--- src/rtl/my_regfile2_pkg.sv ---
// Shared constants and FSM state type for the my_regfile2 register file.
// No logic; imported by the interface, the sweep sequencer and the top.
package regfile_pkg;

    localparam int RF_WIDTH = 16;
    localparam int RF_DEPTH = 16;

    typedef enum logic {
        RF_IDLE  = 1'b0,
        RF_SWEEP = 1'b1
    } rf_state_t;

endpackage

--- src/rtl/my_regfile2_if.sv ---
// Register-file access bundle: two read ports, one write port, sweep request/busy.
// Slave side is the register file; master side is the datapath driving it.
interface my_regfile2_if
    import regfile_pkg::*;
#(
    parameter int WIDTH = RF_WIDTH,
    parameter int DEPTH = RF_DEPTH
);
    localparam int ADDR_W = $clog2(DEPTH);

    logic [ADDR_W-1:0] ra1;
    logic [WIDTH-1:0]  rd1;
    logic [ADDR_W-1:0] ra2;
    logic [WIDTH-1:0]  rd2;
    logic              we;
    logic [ADDR_W-1:0] wa;
    logic [WIDTH-1:0]  wd;
    logic              init_req;
    logic              busy;

    modport master (
        output ra1, ra2, we, wa, wd, init_req,
        input  rd1, rd2, busy
    );

    modport slave (
        input  ra1, ra2, we, wa, wd, init_req,
        output rd1, rd2, busy
    );

endinterface

--- src/rtl/my_regfile2_init_seq.sv ---
// Re-initialisation sequencer: walks cnt 0..DEPTH-1 writing rf[cnt] <= cnt.
// Latency: busy rises the cycle after init_req, stays high exactly DEPTH cycles.
// Backpressure: none; init_req is ignored while busy (no restart, no queueing).
module my_regfile2_init_seq
    import regfile_pkg::*;
#(
    parameter int  WIDTH  = RF_WIDTH,
    parameter int  DEPTH  = RF_DEPTH,
    localparam int ADDR_W = $clog2(DEPTH)
) (
    input  logic              clk,
    input  logic              rst_n,
    input  logic              init_req,
    output logic              busy,
    output logic              sweep_we,
    output logic [ADDR_W-1:0] sweep_addr,
    output logic [WIDTH-1:0]  sweep_data
);

    localparam logic [ADDR_W-1:0] LAST = ADDR_W'(DEPTH - 1);

    rf_state_t         state, state_nxt;
    logic [ADDR_W-1:0] cnt, cnt_nxt;

    always_ff @(posedge clk) begin
        if (!rst_n) begin
            state <= RF_IDLE;
            cnt   <= '0;
        end else begin
            state <= state_nxt;
            cnt   <= cnt_nxt;
        end
    end

    // Terminal test is an explicit compare so non-wrapping depths stay correct.
    always_comb begin
        state_nxt = state;
        cnt_nxt   = cnt;
        sweep_we  = 1'b0;
        case (state)
            RF_IDLE: begin
                if (init_req) begin
                    state_nxt = RF_SWEEP;
                    cnt_nxt   = '0;
                end
            end
            RF_SWEEP: begin
                sweep_we = 1'b1;
                if (cnt == LAST) begin
                    state_nxt = RF_IDLE;
                    cnt_nxt   = '0;
                end else begin
                    cnt_nxt = cnt + ADDR_W'(1);
                end
            end
        endcase
    end

    assign busy       = (state == RF_SWEEP);
    assign sweep_addr = cnt;
    assign sweep_data = WIDTH'(cnt);

endmodule

--- src/rtl/my_regfile2.sv ---
// CPU GPR file: 2 async read ports, 1 sync write port, reset/sweep load rf[i]=i.
// Latency: reads 0 cycles; writes visible next cycle (same cycle with MY_REGFILE2_WRITE_BYPASS_EN).
// Backpressure: while busy the user write port is dropped, not stalled or queued.
module my_regfile2
    import regfile_pkg::*;
#(
    parameter int WIDTH = RF_WIDTH,
    parameter int DEPTH = RF_DEPTH
) (
    input  logic          clk,
    input  logic          rst_n,
    my_regfile2_if.slave  bus
);

    localparam int ADDR_W = $clog2(DEPTH);

    logic [WIDTH-1:0]  rf [DEPTH];
    logic              busy;
    logic              sweep_we;
    logic [ADDR_W-1:0] sweep_addr;
    logic [WIDTH-1:0]  sweep_data;
    logic              user_we;

    my_regfile2_init_seq #(
        .WIDTH (WIDTH),
        .DEPTH (DEPTH)
    ) u_init_seq (
        .clk        (clk),
        .rst_n      (rst_n),
        .init_req   (bus.init_req),
        .busy       (busy),
        .sweep_we   (sweep_we),
        .sweep_addr (sweep_addr),
        .sweep_data (sweep_data)
    );

    assign user_we  = bus.we & ~busy;
    assign bus.busy = busy;

    // Reset reloads the whole array, so it also cleans up an aborted sweep.
    always_ff @(posedge clk) begin
        if (!rst_n) begin
            for (int i = 0; i < DEPTH; i++) begin
                rf[i] <= WIDTH'(i);
            end
        end else if (sweep_we) begin
            rf[sweep_addr] <= sweep_data;
        end else if (user_we) begin
            rf[bus.wa] <= bus.wd;
        end
    end

    always_comb begin
        bus.rd1 = rf[bus.ra1];
        bus.rd2 = rf[bus.ra2];
`ifdef MY_REGFILE2_WRITE_BYPASS_EN
        if (user_we && (bus.wa == bus.ra1)) bus.rd1 = bus.wd;
        if (user_we && (bus.wa == bus.ra2)) bus.rd2 = bus.wd;
`endif
    end

endmodule

--- src/flat_wrapper.sv ---
// flat-port wrapper written by rule: the top's interface ports become plain ports
module my_regfile2_flat import regfile_pkg::*;
#(
    parameter int WIDTH = RF_WIDTH,
    parameter int DEPTH = RF_DEPTH
)
  (clk, rst_n, bus_ra1, bus_ra2, bus_we, bus_wa, bus_wd, bus_init_req, bus_rd1, bus_rd2, bus_busy);
  my_regfile2_if #(.WIDTH(WIDTH), .DEPTH(DEPTH)) bus_i ();
  input  logic clk;
  input  logic rst_n;
  input wire logic [$bits(bus_i.ra1)-1:0] bus_ra1;
  input wire logic [$bits(bus_i.ra2)-1:0] bus_ra2;
  input wire logic [$bits(bus_i.we)-1:0] bus_we;
  input wire logic [$bits(bus_i.wa)-1:0] bus_wa;
  input wire logic [$bits(bus_i.wd)-1:0] bus_wd;
  input wire logic [$bits(bus_i.init_req)-1:0] bus_init_req;
  output wire logic [$bits(bus_i.rd1)-1:0] bus_rd1;
  output wire logic [$bits(bus_i.rd2)-1:0] bus_rd2;
  output wire logic [$bits(bus_i.busy)-1:0] bus_busy;
  assign bus_i.ra1 = bus_ra1;
  assign bus_i.ra2 = bus_ra2;
  assign bus_i.we = bus_we;
  assign bus_i.wa = bus_wa;
  assign bus_i.wd = bus_wd;
  assign bus_i.init_req = bus_init_req;
  assign bus_rd1 = bus_i.rd1;
  assign bus_rd2 = bus_i.rd2;
  assign bus_busy = bus_i.busy;
  my_regfile2 #(.WIDTH(WIDTH), .DEPTH(DEPTH)) u_core (.clk(clk), .rst_n(rst_n), .bus(bus_i));
endmodule
--- config.mk ---
export PLATFORM = sky130hd
export DESIGN_NAME = my_regfile2_flat
export DESIGN_NICKNAME = d
export VERILOG_FILES = /design/src/rtl/my_regfile2_pkg.sv /design/src/rtl/my_regfile2_if.sv /design/src/rtl/my_regfile2_init_seq.sv /design/src/rtl/my_regfile2.sv /design/src/flat_wrapper.sv
export SDC_FILE = /design/constraint.sdc
export NUM_CORES = 1
export LEC_CHECK = 0
export ABC_AREA = 1
export ABC_CLOCK_PERIOD_IN_PS = 4700
export CAP_MARGIN = 20
export CELL_PAD_IN_SITES_DETAIL_PLACEMENT = 1
export CELL_PAD_IN_SITES_GLOBAL_PLACEMENT = 1
export CORE_MARGIN = 2
export CORE_UTILIZATION = 35
export CTS_CLUSTER_DIAMETER = 30
export DETAILED_ROUTE_END_ITERATION = 8
export GPL_ROUTABILITY_DRIVEN = 0
export PLACE_DENSITY_LB_ADDON = 0.15
export SYNTH_ARGS = -nofsm -noshare
export SYNTH_HDL_FRONTEND = slang
export SYNTH_SLANG_ARGS = --single-unit
--- constraint.sdc ---
create_clock -name clk -period 4.7 [get_ports clk]
set_clock_uncertainty 0.2 [all_clocks]
set_input_delay 1.41 -clock clk [delete_from_list [all_inputs] [get_ports clk]]
set_output_delay 1.41 -clock clk [all_outputs]
set_load 0.005 [all_outputs]
==> reports/results.tsv <==
stage	metric	value	unit
grt	grt_pass1_wl	99400	um
clock_tree	cts.sinks	261	
clock_tree	numCtsBuffers	74	
sta	fin_crit	4.69	ns
clock_tree	cts_root_buf	clkbuf_16	
synthesis	postSynthAreaPerCell	7.70	um2
drt	via_per_inst	5.42	
run_status	status	finished, final reports clean	
clock_tree	cts_buffer_depth	3	
clock_tree	cts-htree-levels	3	
setup_path	cp-end-kind	primary output	
sta	finalSetupTns	0	ns
floorplanning	dieArea	46200	um2
sta	post-route-period-util	99.7	%
grt	grt_remaining_overflow	0	
place	port_buffers	64	
drt	ant_nets	0	
synthesis	synth_edf_count	256	
drt	dr.pass1.iters	6	
cells_and_area	drive_gt1_share	15.5	%
sta	rsz0062_at_grt	true	
flow_run	drv_cap	0	
cells_and_area	n_antenna_cell	0	
cells_and_area	finalNetCount	2162	
min_path	hp-class	reg -> reg	
cells_and_area	final_area	20400	um2
synthesis	syn_area	15600	um2
floorplanning	design.core.area	44100	um2
sta	worstMarginPinSlew	0.840	ns
setup_path	cp-start-kind	primary input	
power_and_ir_drop	power.leakage	8.74	nW
place	place_ws	-0.160	ns
grt	grt_max_degree	64	
setup_path	crit_required	3.09	ns
setup_path	critPathArrivalTime	3.08	ns
floorplanning	initial_core_util	35.3	%
clock_tree	insertion_delay	0.57	ns
power_and_ir_drop	peakVddDrop	0.240	mV
sta	timing.fmax	213	MHz
drt	drtIter0Drc	1349	
grt	grt_usage	28.7	%
synthesis	synth-main-ff-cell	edfxtp_1	
clock_tree	cts_tree	done	
setup_path	path_max_fanout	16	
drt	post_drt_wl_per_cell	24.3	um
synthesis	ys_types	31	
clock_tree	clkSlewWorstSetupHoldPaths	0.04	ns
power_and_ir_drop	finalPower	9.03	mW
sta	worst_slack	0.0128	ns
floorplanning	ios	65	
synthesis	yosysWarnings	0	
synthesis	syn_nets	2057	
clock_tree	post_cts.repair.setup_buffers	0	
setup_path	crit_type	in -> out	
synthesis	ys_ff_latch	261	
sta	finalMaxSlewViolations	0	
synthesis	yosysTopAreaCellShare	49.3	%
synthesis	synth_area_leaders	edfxtp_1 (49%), nand2_1 (14%), nand3_1 (13%)	
synthesis	synth_common_cells	nand2_1 (580), nand3_1 (417), inv_1 (262)	
synthesis	synth-seq-area-share	50.0	%
cells_and_area	synthToLayoutAreaGrowth	31.2	%
drt	vias	15100	
drt	wl	67600	um
power_and_ir_drop	p_per_area	442	nW/um2
sta	finalHoldViolations	0	
grt	grt_pass1_vias	16000	
synthesis	synth_most_common_cell	nand2_1	
synthesis	synth_top_area_cell	edfxtp_1	
grt	antenna_found_initial	0	
place	place_area	17400	um2
synthesis	async_flop_share	0	%
sta	slew_headroom	43.9	%
synthesis	syn_inst	2024	
floorplanning	row_count	77	
floorplanning	die_h	215	um
place	dp_hpwl	43800	um
floorplanning	die-width	215	um
sta	setup-violations-final	0	
drt	drc	0	
-- where the power goes --
part | internal [mW] | switching, mW | total, mW
combinational | 0.350 | 0.694 | 1.04
sequential | 2.65 | 0.0287 | 2.67
clock | 3.75 | 1.56 | 5.31
-- layer usage --
metal	part of all wire [%]	track usage [%]	up-vias
met3	6.6	4.20	124
li1	-	-	6836
met1	41	36.1	7508
met4	3.2	11.8	0
met2	49	49.5	613
met5	0	0	-
-- critical path: stages --
cell and delay (ns):
clkdlybuf4s50_1 0.50, inv_1 0.14, buf_12 0.17, nand3_1 0.14, nand2_2 0.17, clkdlybuf4s50_1 0.53
-- state kept, by name, summed over array words and instances, names as in the netlist --
register                      cells
u_core.rf                       256
u_core.u_init_seq.sweep_addr      4
u_core.u_init_seq.busy            1
-- placed cells by master (no fill, tap or decap), types with 2 or more instances in the layout --
| cell type | netlist | routed |
|---|---|---|
| buf_4 | 11 | 78 |
| nor3_2 | 9 | 9 |
| a21oi_1 | 2 | 2 |
| nor2_2 | 3 | 4 |
| inv_2 | 4 | 5 |
| edfxtp_1 | 256 | 256 |
| nand4_1 | 4 | 4 |
| buf_8 | 0 | 2 |
| clkinv_4 | 0 | 3 |
| buf_12 | 0 | 26 |
| o21ai_0 | 9 | 3 |
| dlymetal6s2s_1 | 0 | 4 |
| bufinv_16 | 0 | 15 |
| clkinv_8 | 0 | 3 |
| clkinv_2 | 1 | 20 |
| dfxtp_1 | 5 | 5 |
| buf_16 | 0 | 2 |
| buf_6 | 11 | 8 |
| inv_1 | 262 | 258 |
| bufbuf_16 | 0 | 2 |
| nor3_1 | 99 | 99 |
| nand3_1 | 417 | 401 |
| o211ai_1 | 32 | 32 |
| clkinvlp_4 | 0 | 4 |
| o21ai_2 | 0 | 8 |
| nor2_1 | 143 | 142 |
| nand3_2 | 3 | 19 |
| nand2_1 | 580 | 570 |
| inv_6 | 0 | 4 |
| nand2_4 | 2 | 2 |
| clkbuf_4 | 0 | 2 |
| nand2_2 | 28 | 38 |
| clkbuf_16 | 0 | 81 |
| clkinv_1 | 0 | 8 |
| clkbuf_1 | 84 | 6 |
| clkdlybuf4s50_1 | 0 | 54 |
-- path summary, 6_finish.rpt --
kind	from	end	slack, ns	depth (start not counted)
max	bus_ra1[3]	bus_rd1[10]	0.01	6
min	u_core.u_init_seq.sweep_addr[3]$_SDFFE_PN0P_	u_core.u_init_seq.sweep_addr[3]$_SDFFE_PN0P_	0.34	2
max reg2reg	u_core.u_init_seq.busy$_SDFF_PN0_	u_core.rf[13][6]$_SDFFCE_PN0P_	2.06	8
min reg2reg	u_core.u_init_seq.sweep_addr[3]$_SDFFE_PN0P_	u_core.u_init_seq.sweep_addr[3]$_SDFFE_PN0P_	0.34	2
-- cells by family after synthesis --
logic type	Yosys count	share of synthesized area [%]
adders and majority gates	1	0.0803
DFF	261	50.0
buffers and inverters	423	11.2
and+or+nand+nor	1291	36.6
xor gates and xnor gates	1	0.0562
AOI/OAI and AO/OA	47	2.06
-- stage by stage --
step / std cells / utilization, % / hold slack [ns]
final: 2781 / 46.3 / 0.344
after global routing: 2781 / 46.3 / 0.369
after CTS: 2776 / 45.8 / 0.348
after detailed placement: 2638 / 39.5 / 0.339
after global placement: 2638 / 39.5 / 0.324
after floorplan: 2024 / - / 0.296
-- repair_timing --
item	CTS	global route
hold buffers	0	0
endpoints found under the hold margin	0	0
endpoints found under the setup margin	25	26
cloned	2	5
pin swaps	0	1
gates resized for setup	24	31
-- area by class of cell --
cell class	count	area (um2)
multi-input cells	1340	6190
well taps	592	741
inverters	267	1020
clock buffers	82	1920
repair buffers	185	2090
fillers	5281	23700
flip-flops and latches	261	7790
clock inverters	54	698
No activity file was read; power rests on OpenSTA's default activity.
